===== config.mk =====
export PLATFORM = sky130hd
export DESIGN_NAME = fifo_queue_flat
export DESIGN_NICKNAME = d
export VERILOG_FILES = /design/src/rtl/fifo_queue_if.sv /design/src/rtl/fifo_queue.sv /design/src/flat_wrapper.sv
export SDC_FILE = /design/constraint.sdc
export NUM_CORES = 1
export LEC_CHECK = 0
export BUFFER_PORTS_ARGS = -buffer_cell sky130_fd_sc_hd__buf_2
export CORE_MARGIN = 2
export CORE_UTILIZATION = 58
export CTS_CLUSTER_SIZE = 40
export DETAILED_ROUTE_END_ITERATION = 16
export PLACE_DENSITY = 0.78
export SETUP_SLACK_MARGIN = 0.05
export SYNTH_ARGS = -nofsm -noshare
export SYNTH_HDL_FRONTEND = slang
export SYNTH_SLANG_ARGS = --single-unit

===== constraint.sdc =====
create_clock -name clk -period 2.6 [get_ports clk]
set_input_delay 0.39 -clock clk [delete_from_list [all_inputs] [get_ports clk]]
set_output_delay 0.39 -clock clk [all_outputs]
set_load 0.02 [all_outputs]

===== src/rtl/fifo_queue_if.sv =====
`default_nettype none
// ============================================================================
//  Module      : fifo_queue_if
//  Description : Bundles the request/response signals of fifo_queue.
//                master : the producer/consumer driving push/pop/clr_err
//                slave  : the FIFO itself
//  Signals     : push, din, pop, clr_err      (master -> slave)
//                dout, dout_valid, count,
//                empty, full, almost_full,
//                almost_empty, overflow,
//                underflow                    (slave -> master)
//  Revision    : 1.0 - initial release
// ============================================================================
interface fifo_queue_if #(
  parameter int WIDTH = 8,
  parameter int DEPTH = 8
);
  localparam int c_CW = $clog2(DEPTH) + 1;

  logic             push;
  logic [WIDTH-1:0] din;
  logic             pop;
  logic             clr_err;
  logic [WIDTH-1:0] dout;
  logic             dout_valid;
  logic [c_CW-1:0]  count;
  logic             empty;
  logic             full;
  logic             almost_full;
  logic             almost_empty;
  logic             overflow;
  logic             underflow;

  modport master (
    output push, din, pop, clr_err,
    input  dout, dout_valid, count, empty, full,
           almost_full, almost_empty, overflow, underflow
  );

  modport slave (
    input  push, din, pop, clr_err,
    output dout, dout_valid, count, empty, full,
           almost_full, almost_empty, overflow, underflow
  );
endinterface
`default_nettype wire


===== src/rtl/fifo_queue.sv =====
`default_nettype none
// ============================================================================
//  Module      : fifo_queue
//  Description : Synchronous single-clock FIFO with registered read data,
//                occupancy count, level flags and sticky error flags.
//  Ports       : clk   - clock, all state changes on the rising edge
//                rstn  - synchronous active-low reset
//                bus   - fifo_queue_if.slave (push/din/pop/clr_err in,
//                        dout/dout_valid/count/status flags out)
//  Parameters  : WIDTH    - data width in bits
//                DEPTH    - entry count, power of two, >= 2
//                AF_LEVEL - almost_full asserted when count >= AF_LEVEL
//                AE_LEVEL - almost_empty asserted when count <= AE_LEVEL
//  Revision    : 1.0 - initial release
// ============================================================================
module fifo_queue #(
  parameter int WIDTH    = 8,
  parameter int DEPTH    = 8,
  parameter int AF_LEVEL = DEPTH - 1,
  parameter int AE_LEVEL = 1
) (
  input  wire             clk,
  input  wire             rstn,
  fifo_queue_if.slave     bus
);

  localparam int c_AW = $clog2(DEPTH);
  localparam int c_CW = c_AW + 1;

  localparam logic [c_AW-1:0] c_PTR_ONE   = c_AW'(1);
  localparam logic [c_CW-1:0] c_CNT_ONE   = c_CW'(1);
  localparam logic [c_CW-1:0] c_CNT_ZERO  = '0;
  localparam logic [c_CW-1:0] c_CNT_FULL  = c_CW'(DEPTH);
  localparam logic [c_CW-1:0] c_CNT_AF    = c_CW'(AF_LEVEL);
  localparam logic [c_CW-1:0] c_CNT_AE    = c_CW'(AE_LEVEL);

  // --------------------------------------------------------------------------
  // State
  // --------------------------------------------------------------------------
  logic [WIDTH-1:0] r_mem [DEPTH];
  logic [c_AW-1:0]  r_wr_ptr;
  logic [c_AW-1:0]  r_rd_ptr;
  logic [c_CW-1:0]  r_count;
  logic [WIDTH-1:0] r_dout;
  logic             r_dout_valid;
  logic             r_overflow;
  logic             r_underflow;

  // --------------------------------------------------------------------------
  // Status flags, decoded from the registered occupancy only
  // --------------------------------------------------------------------------
  logic w_empty;
  logic w_full;
  logic w_almost_full;
  logic w_almost_empty;

  assign w_empty        = (r_count == c_CNT_ZERO);
  assign w_full         = (r_count == c_CNT_FULL);
  assign w_almost_full  = (r_count >= c_CNT_AF);
  assign w_almost_empty = (r_count <= c_CNT_AE);

  // --------------------------------------------------------------------------
  // Request acceptance
  // A push while full is still accepted when a pop frees a slot in the same
  // cycle. A pop while empty is never accepted, even with a concurrent push,
  // because the new entry is not yet readable.
  // --------------------------------------------------------------------------
  logic w_pop_acc;
  logic w_push_acc;
  logic w_ovf_evt;
  logic w_unf_evt;

  assign w_pop_acc  = bus.pop  & ~w_empty;
  assign w_push_acc = bus.push & (~w_full | w_pop_acc);
  assign w_ovf_evt  = bus.push & ~w_push_acc;
  assign w_unf_evt  = bus.pop  &  w_empty;

  // --------------------------------------------------------------------------
  // Storage array: deliberately not reset. Writes are gated by rstn so that a
  // push presented during reset leaves no trace.
  // --------------------------------------------------------------------------
  always_ff @(posedge clk) begin
    if (rstn && w_push_acc) begin
      r_mem[r_wr_ptr] <= bus.din;
    end
  end

  // --------------------------------------------------------------------------
  // Pointers, occupancy and read data
  // --------------------------------------------------------------------------
  always_ff @(posedge clk) begin
    if (!rstn) begin
      r_wr_ptr     <= '0;
      r_rd_ptr     <= '0;
      r_count      <= '0;
      r_dout       <= '0;
      r_dout_valid <= 1'b0;
    end else begin
      r_dout_valid <= w_pop_acc;

      if (w_push_acc) begin
        r_wr_ptr <= r_wr_ptr + c_PTR_ONE;
      end

      if (w_pop_acc) begin
        // Read-before-write on the same slot is safe: when full with a
        // concurrent push, wr_ptr == rd_ptr and the old entry is read here.
        r_dout   <= r_mem[r_rd_ptr];
        r_rd_ptr <= r_rd_ptr + c_PTR_ONE;
      end

      unique case ({w_push_acc, w_pop_acc})
        2'b10:   r_count <= r_count + c_CNT_ONE;
        2'b01:   r_count <= r_count - c_CNT_ONE;
        default: r_count <= r_count;
      endcase
    end
  end

  // --------------------------------------------------------------------------
  // Sticky error flags: a fresh error event takes priority over clr_err
  // --------------------------------------------------------------------------
  always_ff @(posedge clk) begin
    if (!rstn) begin
      r_overflow  <= 1'b0;
      r_underflow <= 1'b0;
    end else begin
      if (w_ovf_evt) begin
        r_overflow <= 1'b1;
      end else if (bus.clr_err) begin
        r_overflow <= 1'b0;
      end

      if (w_unf_evt) begin
        r_underflow <= 1'b1;
      end else if (bus.clr_err) begin
        r_underflow <= 1'b0;
      end
    end
  end

  // --------------------------------------------------------------------------
  // Outputs
  // --------------------------------------------------------------------------
  assign bus.dout         = r_dout;
  assign bus.dout_valid   = r_dout_valid;
  assign bus.count        = r_count;
  assign bus.empty        = w_empty;
  assign bus.full         = w_full;
  assign bus.almost_full  = w_almost_full;
  assign bus.almost_empty = w_almost_empty;
  assign bus.overflow     = r_overflow;
  assign bus.underflow    = r_underflow;

endmodule
`default_nettype wire

===== src/flat_wrapper.sv =====
// flat-port wrapper written by rule: the top's interface ports become plain ports
module fifo_queue_flat 
#(
  parameter int WIDTH    = 8,
  parameter int DEPTH    = 8,
  parameter int AF_LEVEL = DEPTH - 1,
  parameter int AE_LEVEL = 1
)
  (clk, rstn, bus_push, bus_din, bus_pop, bus_clr_err, bus_dout, bus_dout_valid, bus_count, bus_empty, bus_full, bus_almost_full, bus_almost_empty, bus_overflow, bus_underflow);
  fifo_queue_if #(.WIDTH(WIDTH), .DEPTH(DEPTH)) bus_i ();
  input  wire clk;
  input  wire rstn;
  input wire logic [$bits(bus_i.push)-1:0] bus_push;
  input wire logic [$bits(bus_i.din)-1:0] bus_din;
  input wire logic [$bits(bus_i.pop)-1:0] bus_pop;
  input wire logic [$bits(bus_i.clr_err)-1:0] bus_clr_err;
  output wire logic [$bits(bus_i.dout)-1:0] bus_dout;
  output wire logic [$bits(bus_i.dout_valid)-1:0] bus_dout_valid;
  output wire logic [$bits(bus_i.count)-1:0] bus_count;
  output wire logic [$bits(bus_i.empty)-1:0] bus_empty;
  output wire logic [$bits(bus_i.full)-1:0] bus_full;
  output wire logic [$bits(bus_i.almost_full)-1:0] bus_almost_full;
  output wire logic [$bits(bus_i.almost_empty)-1:0] bus_almost_empty;
  output wire logic [$bits(bus_i.overflow)-1:0] bus_overflow;
  output wire logic [$bits(bus_i.underflow)-1:0] bus_underflow;
  assign bus_i.push = bus_push;
  assign bus_i.din = bus_din;
  assign bus_i.pop = bus_pop;
  assign bus_i.clr_err = bus_clr_err;
  assign bus_dout = bus_i.dout;
  assign bus_dout_valid = bus_i.dout_valid;
  assign bus_count = bus_i.count;
  assign bus_empty = bus_i.empty;
  assign bus_full = bus_i.full;
  assign bus_almost_full = bus_i.almost_full;
  assign bus_almost_empty = bus_i.almost_empty;
  assign bus_overflow = bus_i.overflow;
  assign bus_underflow = bus_i.underflow;
  fifo_queue #(.WIDTH(WIDTH), .DEPTH(DEPTH), .AF_LEVEL(AF_LEVEL), .AE_LEVEL(AE_LEVEL)) u_core (.clk(clk), .rstn(rstn), .bus(bus_i));
endmodule

== Yosys cells after proc, flatten, opt, wreduce, memory -nomap -nowiden ==
Memories as Yosys holds them, arrays and structs flattened. A register that Yosys moved wholly into a read port is not among the register bits.
Cells that the tools add are included.

* Add/subtract/negate cells: 4
* $lt $le $gt $ge: 2
* Equality and inequality tests: 3
* Multiplexer cells: 6
* Bitwise gates (word level): 8
* Reductions and logical operators: 6

{| class="wikitable"
|+ Operator list
! operator !! count
|-
| $pmux 4 s2 || 1
|-
| $add 3x1->3 const B || 2
|-
| $reduce_bool 2->1 || 3
|-
| $mux 1 || 5
|-
| $add 4x1->4 const B || 1
|-
| $and 1x1->1 || 4
|-
| $eq 4x4->1 const B || 1
|-
| $ge 4x3->1 const B || 1
|-
| $le 4x1->1 const B || 1
|-
| $logic_not 4->1 || 1
|-
| $sub 4x1->4 const B || 1
|-
| $not 1->1 || 3
|-
| $eq 2x1->1 const B || 1
|-
| $eq 2x2->1 const B || 1
|-
| $logic_and 1x1->1 || 1
|-
| $logic_not 1->1 || 1
|-
| $or 1x1->1 || 1
|}

* Register bits: 13
* RAM bits: 64
* Bits of input ports: 13
* Output and inout port bits: 19
* Logic and storage cells: 36
* Memories: 1

{| class="wikitable"
|+ Memories
! memory !! words !! bits a word !! rd ports !! clocked after Yosys merged registers in !! write ports !! RTL line !! source
|-
| u_core.r_mem || 8 || 8 || 1 || 1 || 1 || fifo_queue.sv:40 || <nowiki>logic [WIDTH-1:0] r_mem [DEPTH];</nowiki>
|}

== Depth between registers and ports, before layout ==
Gate-level depths: netlist of run 1.

* Depth after elaboration: 8
* Mapped depth: 10
* Gate-level depth less buffers: 10

== Worst setup path after synthesis of run 1 ==
Ideal clock, no wire load.

* Path kind: reg2reg
* From: register u_core.r_count[0] (netlist: u_core.bus.count[0])
* To: memory u_core.r_mem[1][0], enable pin
* Library setup time: 0.395 ns
* Arrival time: 1.994 ns
* Required time: 2.205 ns
* Path slack: 0.212 ns
* Cell stages (with the launch flop): 6
* Buffers on the path: 0
* Period minus slack after synthesis: 2.388 ns
* Cell sequence: dfxtp_1 inv_1 ha_1 nand3b_1 o21ai_2 nor4_1

* Longest elaborated chain between the ends: 8
* Elaborated cells on any way between the ends: 10
* Those cells by class: 1 x eq/ne; 2 x mux; 5 x bitwise; 2 x reduce/logical

{| class="wikitable"
|+ RTL lines
! item !! RTL line !! source
|-
| start, declared || fifo_queue.sv:43 || <nowiki>logic [c_CW-1:0] r_count;</nowiki>
|-
| start signal, assigned || fifo_queue.sv:113 || <nowiki>2'b10: r_count <= r_count + c_CNT_ONE;</nowiki>
|-
| start signal, assigned || fifo_queue.sv:114 || <nowiki>2'b01: r_count <= r_count - c_CNT_ONE;</nowiki>
|-
| start signal, assigned || fifo_queue.sv:115 || <nowiki>default: r_count <= r_count;</nowiki>
|-
| $logic_not 4->1 || fifo_queue.sv:57 || <nowiki>assign w_empty = (r_count == c_CNT_ZERO);</nowiki>
|-
| $not 1->1 || fifo_queue.sv:73 || <nowiki>assign w_pop_acc = bus.pop & ~w_empty;</nowiki>
|-
| $and 1x1->1 || fifo_queue.sv:73 ||
|-
| $or 1x1->1 (*) || fifo_queue.sv:74 || <nowiki>assign w_push_acc = bus.push & (~w_full | w_pop_acc);</nowiki>
|-
| $and 1x1->1 (*) || fifo_queue.sv:74 ||
|-
| $logic_and 1x1->1 (*) || fifo_queue.sv:83 || <nowiki>if (rstn && w_push_acc) begin</nowiki>
|-
| $mux 1 (*) || fifo_queue.sv:83 ||
|-
| $mux 1 (implied by the code) (*) || fifo_queue.sv:84 || <nowiki>r_mem[r_wr_ptr] <= bus.din;</nowiki>
|-
| end, declared || fifo_queue.sv:40 ||
|}

Every way passes the cells marked *; elsewhere a longest branch is shown, timed or not.

== Worst setup path after layout of run 1 ==
* From: register u_core.r_count[1] (netlist: u_core.bus.count[1])
* To: register u_core.r_count[3] (netlist: u_core.bus.count[3])

* Longest elaborated chain between the ends: 7
* Elaborated cells on any way between the ends: 13
* Those cells by class: 2 x add/sub; 3 x eq/ne; 1 x mux; 5 x bitwise; 2 x reduce/logical

{| class="wikitable"
|+ RTL lines
! item !! RTL line !! source
|-
| $logic_not 4->1 (*) || fifo_queue.sv:57 ||
|-
| $not 1->1 (*) || fifo_queue.sv:73 ||
|-
| $and 1x1->1 (*) || fifo_queue.sv:73 ||
|-
| named net u_core.w_pop_acc || fifo_queue.sv:68 || <nowiki>logic w_pop_acc;</nowiki>
|-
| $or 1x1->1 || fifo_queue.sv:74 ||
|-
| $and 1x1->1 || fifo_queue.sv:74 ||
|-
| $eq 2x1->1 or $eq 2x2->1 (tied branches) || fifo_queue.sv:112 || <nowiki>unique case ({w_push_acc, w_pop_acc})</nowiki>
|-
| $pmux 4 s2 or $reduce_bool 2->1 (tied branches) || n/a ||
|}

The timed path passes the listed nets; every way through them passes the cells marked *.
A chain may end at the register's enable or synchronous reset.

==> results of run 1 <==
## registers in the layout (all words and copies together), names as in the netlist
signal / flops
u_core.r_rd_ptr: 3
u_core.r_wr_ptr: 3
u_core.bus.underflow: 1
u_core.bus.dout: 8
u_core.bus.count: 4
u_core.r_mem: 64
u_core.bus.dout_valid: 1
u_core.bus.overflow: 1
## final cells by class
class,count,area (µm²)
Fill cell,381,1600
Clock buffer,9,124
Sequential cell,85,2340
Clock inverter,7,88.8
Inverter,7,26.3
Multi-Input combinational cell,125,1000
Timing Repair Buffer,48,295
Tap cell,72,90.1
## logic make-up (layout without fill, tap and decap cells)
family                     Yosys count  after routing  share of synthesized area (%)
AOI/OAI and AO/OA                   35             35                           7.98
buffers and inverters               16             71                           2.39
and+or+nand+nor                     43             43                           6.84
adders and majority gates            6              6                           2.21
xor gates and xnor gates             7              7                           1.80
DFF                                 85             85                           68.8
muxes                               34             34                           10.0
## metrics by stage
step | hold WS (ps) | utilization, % | cell area, µm²
floorplan | 479 | - | 3400
global placement | 447 | 66.8 | 3730
detailed placement | 453 | 66.8 | 3730
CTS | 303 | 70.7 | 3940
global route | 312 | 71.2 | 3970
finish | 309 | 71.2 | 3970
## what timing repair did
action                     4_1_cts  5_1_grt
buffers inserted                 0        3
resized for setup                0        2
setup endpoints to repair        0        1
## metal layers
layer | vias up | global-route usage (%) | share of wire [%]
met5 | - | 0 | 0
met2 | 71 | 35.3 | 52
met1 | 998 | 27.0 | 40
li1 | 966 | - | -
met3 | 6 | 4.27 | 7.3
met4 | 0 | 9.66 | 0.92
## power by group
| part | leakage [nW] | internal (W) | switching, W |
|---|---|---|---|
| Clock | 0.113 | 0.000538 | 0.000455 |
| Sequential | 0.750 | 0.00156 | 0.000134 |
| Combinational | 0.606 | 0.000413 | 0.000519 |
## final timing paths
kind	startpoint	end	slack (ps)	cells after the start
max	u_core.bus.count[1]	u_core.bus.count[3]	230	10
min	bus_din[1]	u_core.r_mem[3][1]	310	1
max reg2reg	u_core.bus.count[1]	u_core.bus.count[3]	230	10
min reg2reg	u_core.bus.dout[5]	u_core.bus.dout[5]	470	1
## Yosys cell counts
master	n
sky130_fd_sc_hd__or4b_1	1
sky130_fd_sc_hd__nand4b_1	1
sky130_fd_sc_hd__nor3_4	1
sky130_fd_sc_hd__o21ai_0	1
sky130_fd_sc_hd__o21ai_2	1
sky130_fd_sc_hd__buf_1	3
sky130_fd_sc_hd__nand2_1	5
sky130_fd_sc_hd__buf_2	2
sky130_fd_sc_hd__buf_6	1
sky130_fd_sc_hd__a32o_1	7
sky130_fd_sc_hd__a22oi_1	16
sky130_fd_sc_hd__dfxtp_1	21
sky130_fd_sc_hd__or3_1	2
sky130_fd_sc_hd__o211ai_1	2
sky130_fd_sc_hd__buf_4	3
sky130_fd_sc_hd__and2_1	1
sky130_fd_sc_hd__nor2b_1	3
sky130_fd_sc_hd__or3b_4	1
sky130_fd_sc_hd__nor2_1	13
sky130_fd_sc_hd__nand3b_1	1
sky130_fd_sc_hd__a21o_1	1
sky130_fd_sc_hd__inv_1	7
sky130_fd_sc_hd__xor2_1	6
sky130_fd_sc_hd__a211oi_1	1
sky130_fd_sc_hd__nor4_1	2
sky130_fd_sc_hd__a21oi_1	4
sky130_fd_sc_hd__nor3_1	5
sky130_fd_sc_hd__a21oi_2	2
sky130_fd_sc_hd__nand2b_1	1
sky130_fd_sc_hd__xnor2_1	1
sky130_fd_sc_hd__nand3_1	6
sky130_fd_sc_hd__edfxtp_1	64
sky130_fd_sc_hd__mux2i_1	34
sky130_fd_sc_hd__ha_1	6
## critical path, cell delays in order (launching register included)
cell                      delay [ps]
sky130_fd_sc_hd__dfxtp_1         390
sky130_fd_sc_hd__inv_1           100
sky130_fd_sc_hd__ha_1            240
sky130_fd_sc_hd__or3b_4          280
sky130_fd_sc_hd__nand2_1         120
sky130_fd_sc_hd__inv_1            80
sky130_fd_sc_hd__ha_1            240
sky130_fd_sc_hd__or4b_1          470
sky130_fd_sc_hd__a21oi_2         160
sky130_fd_sc_hd__xnor2_1         120
sky130_fd_sc_hd__nor2_1           50
==> tab_implementation.tex, run 1 <==
\begin{tabular}{lr}
\hline
Metric & Value \\
\hline
\multicolumn{2}{l}{\textbf{GRT}} \\
\quad Pin count of the biggest net entering global routing & 19 \\
\quad Antenna violations before repair & 0 \\
\quad Total global-route track usage & 21.3\% \\
\quad Remaining global-route overflow & 0 \\
\quad Number of global-route vias before repair & 1955 \\
\quad First-pass GRT wire length & 9.76 mm \\
\multicolumn{2}{l}{\textbf{Floorplanning}} \\
\quad Standard-cell row count & 27 \\
\quad Standard cell core area & 5570 µm² \\
\quad Die width & 80.6 µm \\
\quad Number of placed I/O pins & 32 \\
\quad Effective utilization at floorplan & 61.1\% \\
\quad Area enclosed by the die boundary & 6500 µm² \\
\quad Vertical extent of the die & 80.6 µm \\
\multicolumn{2}{l}{\textbf{Placed design}} \\
\quad HPWL reported at the end of detailed placement & 4.20 mm \\
\quad Worst setup timing slack at the placement stage & 165 ps \\
\quad Global placement routability congestion & 0.726 \\
\quad Number of cells after detailed placement & 334 \\
\quad Count of buffers inserted at the top-level ports & 31 \\
\multicolumn{2}{l}{\textbf{Pwr}} \\
\quad Post-route total power & 0.00362 W \\
\quad Power density over the cells & 912 nW/µm² \\
\quad IR Drop Worst-Case VDD & 0.574 mV \\
\quad Static Leak & 1.47 nW \\
\multicolumn{2}{l}{\textbf{Route}} \\
\quad Number of vias after detailed routing & 2041 \\
\quad DRC errors left & 0 \\
\quad Number of violations reported at the end of detailed-routing iteration 0 & 130 \\
\quad Detailed-route vias per instance & 5.78 \\
\quad Average detailed-routed wire length per instance & 18.5 µm \\
\quad Sum of routed wire length over all layers & 6.51 mm \\
\quad Initial DRT Pass Iterations & 5 \\
\quad Count of antenna-violating nets left after detailed routing & 0 \\
\multicolumn{2}{l}{\textbf{Synth}} \\
\quad Number of instances in the synthesized netlist & 226 \\
\quad Net count after synthesis & 245 \\
\quad Number of warnings issued by yosys & 0 \\
\quad Yosys reg bits & 85 \\
\quad Register area share after synthesis & 68.8\% \\
\quad Number of unique standard cell types used by synthesis & 34 \\
\quad Cell type contributing the most total cell area after synthesis & sky130\_fd\_sc\_hd\_\_edfxtp\_1 \\
\quad Netlist Area Pre-Place & 3400 µm² \\
\quad Post-synthesis area per instance & 15.1 µm² \\
\quad Area share of the largest cell type after synthesis & 56.4\% \\
\quad Largest cells by area after synthesis & sky130\_fd\_sc\_hd\_\_edfxtp\_1, sky130\_fd\_sc\_hd\_\_dfxtp\_1, sky130\_fd\_sc\_hd\_\_mux2i\_1 \\
\multicolumn{2}{l}{\textbf{Worst setup path}} \\
\quad Data arrival at the endpoint of the critical path & 2600 ps \\
\quad Worst setup EP type & flip-flop \\
\quad Worst setup path class & flip-flop to flip-flop \\
\quad Kind of start point of the critical path & flip-flop \\
\quad Maximum fanout along the worst path & 5 \\
\quad Required time of the worst setup path & 2830 ps \\
\multicolumn{2}{l}{\textbf{Outcome}} \\
\quad Result of the run & finished, final reports clean \\
\multicolumn{2}{l}{\textbf{Timing}} \\
\quad Final TNS setup & 0 ps \\
\quad Min Clock Period, post-route & 2370 ps \\
\quad RSZ-0062 raised after global routing & no \\
\quad Number of max-slew violations in the final report & 0 \\
\quad Fmax & 422 MHz \\
\quad Fin. Hold Viols & 0 \\
\quad Final worst-path setup slack & 233 ps \\
\quad Layout Skew & 6.03 ps \\
\quad Fin crit share & 91.0\% \\
\quad Setup-violating endpoint count in the final report & 0 \\
\quad Slew at the pin closest to its max-slew limit & 858 ps \\
\quad Max\_slew headroom & 42.6\% \\
\multicolumn{2}{l}{\textbf{Clock tree}} \\
\quad Number of buffers added by the clock tree synthesis step & 9 \\
\quad Clk root buf & sky130\_fd\_sc\_hd\_\_clkbuf\_8 \\
\quad H-Tree Level Count & 3 \\
\quad CTS tree & done \\
\quad CTS clk-pin slew, worst paths & 80 ps \\
\quad Clock sink total & 85 \\
\quad Number of hold buffers added after cts & 0 \\
\quad Clk Latency, worst-skew pair & 340 ps \\
\quad Maximum count of clock buffers along a single path & 2 \\
\multicolumn{2}{l}{\textbf{Final layout}} \\
\quad N\_diodes & 0 \\
\quad Final std cells w/o fill & 353 \\
\quad Commonest cells after routing, fill and taps aside & sky130\_fd\_sc\_hd\_\_edfxtp\_1, sky130\_fd\_sc\_hd\_\_mux2i\_1, sky130\_fd\_sc\_hd\_\_buf\_2 \\
\quad Most common library cell in the layout ignoring fill and taps & sky130\_fd\_sc\_hd\_\_edfxtp\_1 \\
\quad Fraction of layout instances using a drive strength above 1 & 26.0\% \\
\quad Final Net Count & 295 \\
\quad P\&R area growth vs syn & 16.6\% \\
\multicolumn{2}{l}{\textbf{Min path}} \\
\quad Hold crit path type & input pin to flip-flop \\
\multicolumn{2}{l}{\textbf{Run}} \\
\quad Number of maximum-capacitance violations & 0 \\
\hline
\end{tabular}
Note: power is estimated with default switching activity, not from simulation.
==> run 2, diff against run 1 <==
--- a/config.mk
+++ b/config.mk
@@ -7,10 +7,10 @@
 export LEC_CHECK = 0
 export BUFFER_PORTS_ARGS = -buffer_cell sky130_fd_sc_hd__buf_2
 export CORE_MARGIN = 2
-export CORE_UTILIZATION = 58
+export CORE_UTILIZATION = 35
 export CTS_CLUSTER_SIZE = 40
 export DETAILED_ROUTE_END_ITERATION = 16
-export PLACE_DENSITY = 0.78
+export MAX_ROUTING_LAYER = met4
 export SETUP_SLACK_MARGIN = 0.05
 export SYNTH_ARGS = -nofsm -noshare
 export SYNTH_HDL_FRONTEND = slang
==> tab_implementation.tex, run 2 (same netlist as run 1, synthesis figures left out) <==
\begin{tabular}{lr}
\hline
Metric & Value \\
\hline
\multicolumn{2}{l}{\textbf{Final layout}} \\
\quad Commonest cells after routing, fill and taps aside & sky130\_fd\_sc\_hd\_\_edfxtp\_1, sky130\_fd\_sc\_hd\_\_mux2i\_1, sky130\_fd\_sc\_hd\_\_buf\_2 \\
\quad Register bank with the most flops & u\_core.r\_mem \\
\quad N\_diodes & 0 \\
\quad Fraction of layout instances using a drive strength above 1 & 23.1\% \\
\quad Final Instance Area & 3980 µm² \\
\quad P\&R area growth vs syn & 16.9\% \\
\quad Largest register FFs & 64 \\
\quad Most common library cell in the layout ignoring fill and taps & sky130\_fd\_sc\_hd\_\_edfxtp\_1 \\
\quad Final Net Count & 291 \\
\multicolumn{2}{l}{\textbf{Worst setup path}} \\
\quad Worst R2R Path Depth & 10 \\
\quad Critical R2R Launch & u\_core.bus.count[0] \\
\quad Reg2reg setup slack & 190 ps \\
\quad Kind of start point of the critical path & flip-flop \\
\quad Required time of the worst setup path & 2850 ps \\
\quad Reg-to-reg endpoint & u\_core.bus.count[3] \\
\quad Worst setup EP type & flip-flop \\
\quad Maximum fanout along the worst path & 7 \\
\quad Worst setup path class & flip-flop to flip-flop \\
\quad Data arrival at the endpoint of the critical path & 2660 ps \\
\multicolumn{2}{l}{\textbf{Clock tree}} \\
\quad Maximum count of clock buffers along a single path & 2 \\
\quad CTS tree & done \\
\quad Number of buffers added by the clock tree synthesis step & 9 \\
\quad CTS clk-pin slew, worst paths & 80 ps \\
\quad Clk Latency, worst-skew pair & 360 ps \\
\quad Clock sink total & 85 \\
\quad Clk root buf & sky130\_fd\_sc\_hd\_\_clkbuf\_8 \\
\quad H-Tree Level Count & 3 \\
\multicolumn{2}{l}{\textbf{Pwr}} \\
\quad Clock network fraction of design power & 25.1\% \\
\quad Power density over the cells & 880 nW/µm² \\
\quad Switching power & 0.00110 W \\
\quad Switching power as a share of total power & 31.5\% \\
\quad Portion of total power attributed to combinational logic & 26.6\% \\
\quad IR Drop Worst-Case VDD & 0.356 mV \\
\quad Sequential group share of total power & 48.4\% \\
\quad Static Leak & 1.43 nW \\
\quad Pint & 0.00240 W \\
\multicolumn{2}{l}{\textbf{Floorplanning}} \\
\quad Standard cell core area & 9330 µm² \\
\quad Standard-cell row count & 35 \\
\quad Effective utilization at floorplan & 36.5\% \\
\quad Area enclosed by the die boundary & 10500 µm² \\
\quad Die width & 103 µm \\
\quad Vertical extent of the die & 103 µm \\
\quad Number of placed I/O pins & 32 \\
\multicolumn{2}{l}{\textbf{Route}} \\
\quad Initial DRT Pass Iterations & 4 \\
\quad Detailed-route vias per instance & 4.85 \\
\quad Average detailed-routed wire length per instance & 16.8 µm \\
\quad Number of violations reported at the end of detailed-routing iteration 0 & 111 \\
\quad Number of vias after detailed routing & 1969 \\
\quad Count of antenna-violating nets left after detailed routing & 0 \\
\quad DRC errors left & 0 \\
\quad Sum of routed wire length over all layers & 6.83 mm \\
\multicolumn{2}{l}{\textbf{Timing}} \\
\quad Fin crit share & 92.8\% \\
\quad Fmax & 415 MHz \\
\quad RSZ-0062 raised after global routing & no \\
\quad Layout Skew & 10.6 ps \\
\quad Min Clock Period, post-route & 2410 ps \\
\quad Number of max-slew violations in the final report & 0 \\
\quad Max\_slew headroom & 42.2\% \\
\quad Fin. Hold Viols & 0 \\
\quad Setup-violating endpoint count in the final report & 0 \\
\quad Slew at the pin closest to its max-slew limit & 864 ps \\
\quad Final TNS setup & 0 ps \\
\multicolumn{2}{l}{\textbf{GRT}} \\
\quad Total global-route track usage & 14.2\% \\
\quad Antenna violations before repair & 0 \\
\quad Pin count of the biggest net entering global routing & 20 \\
\quad Number of global-route vias before repair & 1868 \\
\quad Remaining global-route overflow & 0 \\
\quad First-pass GRT wire length & 10.3 mm \\
\multicolumn{2}{l}{\textbf{Placed design}} \\
\quad Count of buffers inserted at the top-level ports & 31 \\
\quad Post-placement cell area & 3790 µm² \\
\quad HPWL reported at the end of detailed placement & 4.29 mm \\
\quad Global placement routability congestion & 0.786 \\
\multicolumn{2}{l}{\textbf{Run}} \\
\quad Number of maximum-capacitance violations & 0 \\
\multicolumn{2}{l}{\textbf{Min path}} \\
\quad Hold crit path type & input pin to flip-flop \\
\quad Hold Crit Endpoint & u\_core.r\_mem[0][2] \\
\quad Hold path cells & 1 \\
\quad Worst Min Path Start & bus\_din[2] \\
\multicolumn{2}{l}{\textbf{Outcome}} \\
\quad Result of the run & finished, final reports clean \\
\hline
\end{tabular}
## run 2: worst max-delay path by stage
stage	start	endpoint	slack (ps)	cells after the start
3_5_place_dp	u_core.bus.count[0]	u_core.bus.count[3]	190	9
3_3_place_gp	u_core.bus.count[0]	u_core.bus.count[3]	240	9
2_1_floorplan	u_core.bus.count[0]	u_core.r_mem[1][0]	210	5
6_report	u_core.bus.count[0]	u_core.bus.count[3]	190	10
5_1_grt	u_core.bus.count[0]	u_core.bus.count[3]	70	10
4_1_cts	u_core.bus.count[0]	u_core.bus.count[3]	170	9
## run 2: timing repair
| item | CTS | global route |
|---|---|---|
| endpoints found under the setup margin | 0 | 1 |
| setup buffers | 0 | 0 |
| hold buffers | 0 | 0 |
| gates resized for setup | 0 | 1 |
## run 2: final cells by class
class / count / area [µm²]
flip-flops and latches: 85 / 2340
multi-input cells: 125 / 1000
fillers: 864 / 5350
clock inverters: 6 / 53.8
repair buffers: 44 / 265
clock buffers: 10 / 128
inverters: 7 / 26.3
well taps: 129 / 161
## run 2: worst max-delay path, cell delays in order, from the launching register on
cell	delay, ps
sky130_fd_sc_hd__dfxtp_1	470
sky130_fd_sc_hd__inv_1	70
sky130_fd_sc_hd__ha_1	240
sky130_fd_sc_hd__or3b_4	270
sky130_fd_sc_hd__nand2_1	120
sky130_fd_sc_hd__inv_1	90
sky130_fd_sc_hd__ha_1	240
sky130_fd_sc_hd__or4b_1	470
sky130_fd_sc_hd__a21oi_2	160
sky130_fd_sc_hd__xnor2_1	120
sky130_fd_sc_hd__nor2_1	50
## run 2: per-layer routing
| metal | part of all wire [%] | GRT usage, % | vias to the layer above |
|---|---|---|---|
| met2 | 47 | 22.0 | 43 |
| li1 | - | - | 962 |
| met5 | 0 | - | - |
| met1 | 47 | 18.1 | 949 |
| met3 | 3.8 | 2.64 | 15 |
| met4 | 1.9 | 6.56 | 0 |
## run 2: stage by stage
stage,utilization [%],setup WS [ps],total power (W),instances,hold slack (ps)
5_1_grt,42.7,68.5,0.00367,406,312
6_report,42.7,187,0.00350,406,300
3_5_place_dp,40.6,187,0.00266,390,453
4_1_cts,42.6,173,0.00352,406,299
3_3_place_gp,40.6,243,0.00265,390,451
2_1_floorplan,-,212,0.00239,226,479
## run 2: power by group through the flow
stage / sequential [W] / combinational, W / clock [W]
CTS: 0.00170 / 0.000940 / 0.000888
floorplan: 0.00173 / 0.000656 / 0
finish: 0.00169 / 0.000930 / 0.000877
global route: 0.00171 / 0.00101 / 0.000945
detailed placement: 0.00173 / 0.000936 / 0
global placement: 0.00172 / 0.000925 / 0
==> run 3, diff against run 2 <==
--- a/config.mk
+++ b/config.mk
@@ -6,7 +6,6 @@
 export NUM_CORES = 1
 export LEC_CHECK = 0
 export BUFFER_PORTS_ARGS = -buffer_cell sky130_fd_sc_hd__buf_2
-export CORE_MARGIN = 2
 export CORE_UTILIZATION = 35
 export CTS_CLUSTER_SIZE = 40
 export DETAILED_ROUTE_END_ITERATION = 16
==> tab_implementation.tex, run 3 (same netlist as run 1, synthesis figures left out) <==
\begin{tabular}{lr}
\hline
Metric & Value \\
\hline
\multicolumn{2}{l}{\textbf{Placed design}} \\
\quad Global placement routability congestion & 0.751 \\
\quad Count of buffers inserted at the top-level ports & 31 \\
\quad Number of cells after detailed placement & 388 \\
\quad HPWL reported at the end of detailed placement & 4.16 mm \\
\multicolumn{2}{l}{\textbf{Clock tree}} \\
\quad H-Tree Level Count & 3 \\
\quad CTS clk-pin slew, worst paths & 90 ps \\
\quad CTS tree & done \\
\quad Clk root buf & sky130\_fd\_sc\_hd\_\_clkbuf\_8 \\
\quad Maximum count of clock buffers along a single path & 2 \\
\quad Clock sink total & 85 \\
\quad Clk Latency, worst-skew pair & 340 ps \\
\quad Number of buffers added by the clock tree synthesis step & 9 \\
\multicolumn{2}{l}{\textbf{Floorplanning}} \\
\quad Effective utilization at floorplan & 36.5\% \\
\quad Number of placed I/O pins & 32 \\
\quad Die width & 101 µm \\
\quad Standard-cell row count & 35 \\
\quad Standard cell core area & 9330 µm² \\
\quad Vertical extent of the die & 101 µm \\
\quad Area enclosed by the die boundary & 10100 µm² \\
\multicolumn{2}{l}{\textbf{Run}} \\
\quad Number of maximum-capacitance violations & 0 \\
\multicolumn{2}{l}{\textbf{Timing}} \\
\quad Setup-violating endpoint count in the final report & 0 \\
\quad Slew at the pin closest to its max-slew limit & 836 ps \\
\quad Fmax & 427 MHz \\
\quad Number of max-slew violations in the final report & 0 \\
\quad Fin crit share & 90.1\% \\
\quad RSZ-0062 raised after global routing & no \\
\quad Min Clock Period, post-route & 2340 ps \\
\quad Final TNS setup & 0 ps \\
\quad Fin. Hold Viols & 0 \\
\quad Layout Skew & 8.97 ps \\
\quad Max\_slew headroom & 44.1\% \\
\multicolumn{2}{l}{\textbf{Route}} \\
\quad Number of violations reported at the end of detailed-routing iteration 0 & 60 \\
\quad Detailed-route vias per instance & 4.93 \\
\quad Highest routing layer actually used & met4 \\
\quad DRC errors left & 0 \\
\quad Initial DRT Pass Iterations & 4 \\
\quad Sum of routed wire length over all layers & 6.65 mm \\
\quad Count of antenna-violating nets left after detailed routing & 0 \\
\quad Average detailed-routed wire length per instance & 16.4 µm \\
\quad Detailed route wirelength on metal2 & 3.23 mm \\
\quad Routed wl met3 & 231 µm \\
\quad Number of vias after detailed routing & 1998 \\
\quad Wl on met1 & 3.11 mm \\
\multicolumn{2}{l}{\textbf{Final layout}} \\
\quad Fillers & 861 \\
\quad N\_diodes & 0 \\
\quad Final std cells w/o fill & 405 \\
\quad Final Net Count & 290 \\
\quad Register bank with the most flops & u\_core.r\_mem \\
\quad Most common library cell in the layout ignoring fill and taps & sky130\_fd\_sc\_hd\_\_edfxtp\_1 \\
\quad Largest register FFs & 64 \\
\quad Commonest cells after routing, fill and taps aside & sky130\_fd\_sc\_hd\_\_edfxtp\_1, sky130\_fd\_sc\_hd\_\_mux2i\_1, sky130\_fd\_sc\_hd\_\_buf\_2 \\
\quad P\&R area growth vs syn & 16.6\% \\
\quad Fraction of layout instances using a drive strength above 1 & 24.3\% \\
\multicolumn{2}{l}{\textbf{Outcome}} \\
\quad Result of the run & finished, final reports clean \\
\multicolumn{2}{l}{\textbf{Min path}} \\
\quad Hold path cells & 1 \\
\quad Hold crit path type & input pin to flip-flop \\
\multicolumn{2}{l}{\textbf{GRT}} \\
\quad Antenna violations before repair & 0 \\
\quad Number of global-route vias before repair & 1948 \\
\quad Pin count of the biggest net entering global routing & 33 \\
\quad Remaining global-route overflow & 0 \\
\quad First-pass GRT wire length & 10.2 mm \\
\quad Total global-route track usage & 14.5\% \\
\multicolumn{2}{l}{\textbf{Worst setup path}} \\
\quad Worst setup EP type & flip-flop \\
\quad Kind of start point of the critical path & flip-flop \\
\quad Data arrival at the endpoint of the critical path & 2560 ps \\
\quad Required time of the worst setup path & 2820 ps \\
\quad Maximum fanout along the worst path & 7 \\
\quad Worst setup path class & flip-flop to flip-flop \\
\quad Worst R2R Path Depth & 10 \\
\multicolumn{2}{l}{\textbf{Pwr}} \\
\quad IR Drop Worst-Case VDD & 0.494 mV \\
\quad Post-route total power & 0.00350 W \\
\quad Static Leak & 1.41 nW \\
\quad Power density over the cells & 882 nW/µm² \\
\hline
\end{tabular}
==> run 3: cell types whose count changed in the layout (fill, tap and decap cells not counted), sizes merged <==
cell and change:
buf -1, clkinv -3, clkinvlp +3
==> run 3: power breakdown <==
group	total [W]	switching [W]	internal (W)
sequential	0.00164	0.0000807	0.00156
combinational	0.000966	0.000574	0.000392
clock	0.000896	0.000455	0.000441
==> run 3: repair_timing <==
action | CTS | global route
hold endpoints to repair | 0 | 0
endpoints found under the setup margin | 0 | 1
gates resized for setup | 0 | 3
setup buffers | 0 | 1
hold buffers | 0 | 0
==> run 3: worst paths after layout <==
check | slack, ps | to | startpoint
hold / removal | 310 | u_core.r_mem[5][2] | bus_din[2]
setup / recovery | 260 | u_core.bus.count[3] | u_core.bus.count[0]
hold reg to reg | 460 | u_core.bus.dout[4] | u_core.bus.dout[4]
setup reg to reg | 260 | u_core.bus.count[3] | u_core.bus.count[0]
==> run 3: area by class of cell <==
cell class,count,area (µm²),area share [%]
inverters,7,26.3,0.662
repair buffers,43,245,6.18
flip-flops and latches,85,2350,59.1
clock buffers,10,128,3.21
clock inverters,6,63.8,1.61
multi-input cells,125,1000,25.2
well taps,129,161,4.06
==> run 3: per-layer routing <==
metal,up-vias,global-route usage (%)
met4,0,5.24
met3,6,4.02
li1,954,-
met1,1005,17.9
met5,-,-
met2,33,23.0
==> run 3: worst max-delay path, cell delays in order, from the launching register on <==
cell and delay (ps):
sky130_fd_sc_hd__dfxtp_2 400, sky130_fd_sc_hd__inv_1 60, sky130_fd_sc_hd__ha_1 230, sky130_fd_sc_hd__or3b_4 280, sky130_fd_sc_hd__nand2_1 120, sky130_fd_sc_hd__inv_1 90
sky130_fd_sc_hd__ha_1 230, sky130_fd_sc_hd__or4b_1 480, sky130_fd_sc_hd__a21oi_2 160, sky130_fd_sc_hd__xnor2_1 130, sky130_fd_sc_hd__nor2_1 50
==> run 3: per-stage QoR <==
step           hold slack, ps  setup slack (ps)  util (%)  cell area (µm²)
5_1_grt                   304              83.7      42.6             3970
2_1_floorplan             479               212         -             3400
3_3_place_gp              449               228      40.3             3760
3_5_place_dp              449               156      40.3             3760
4_1_cts                   290               142      42.4             3950
6_report                  314               257      42.6             3970
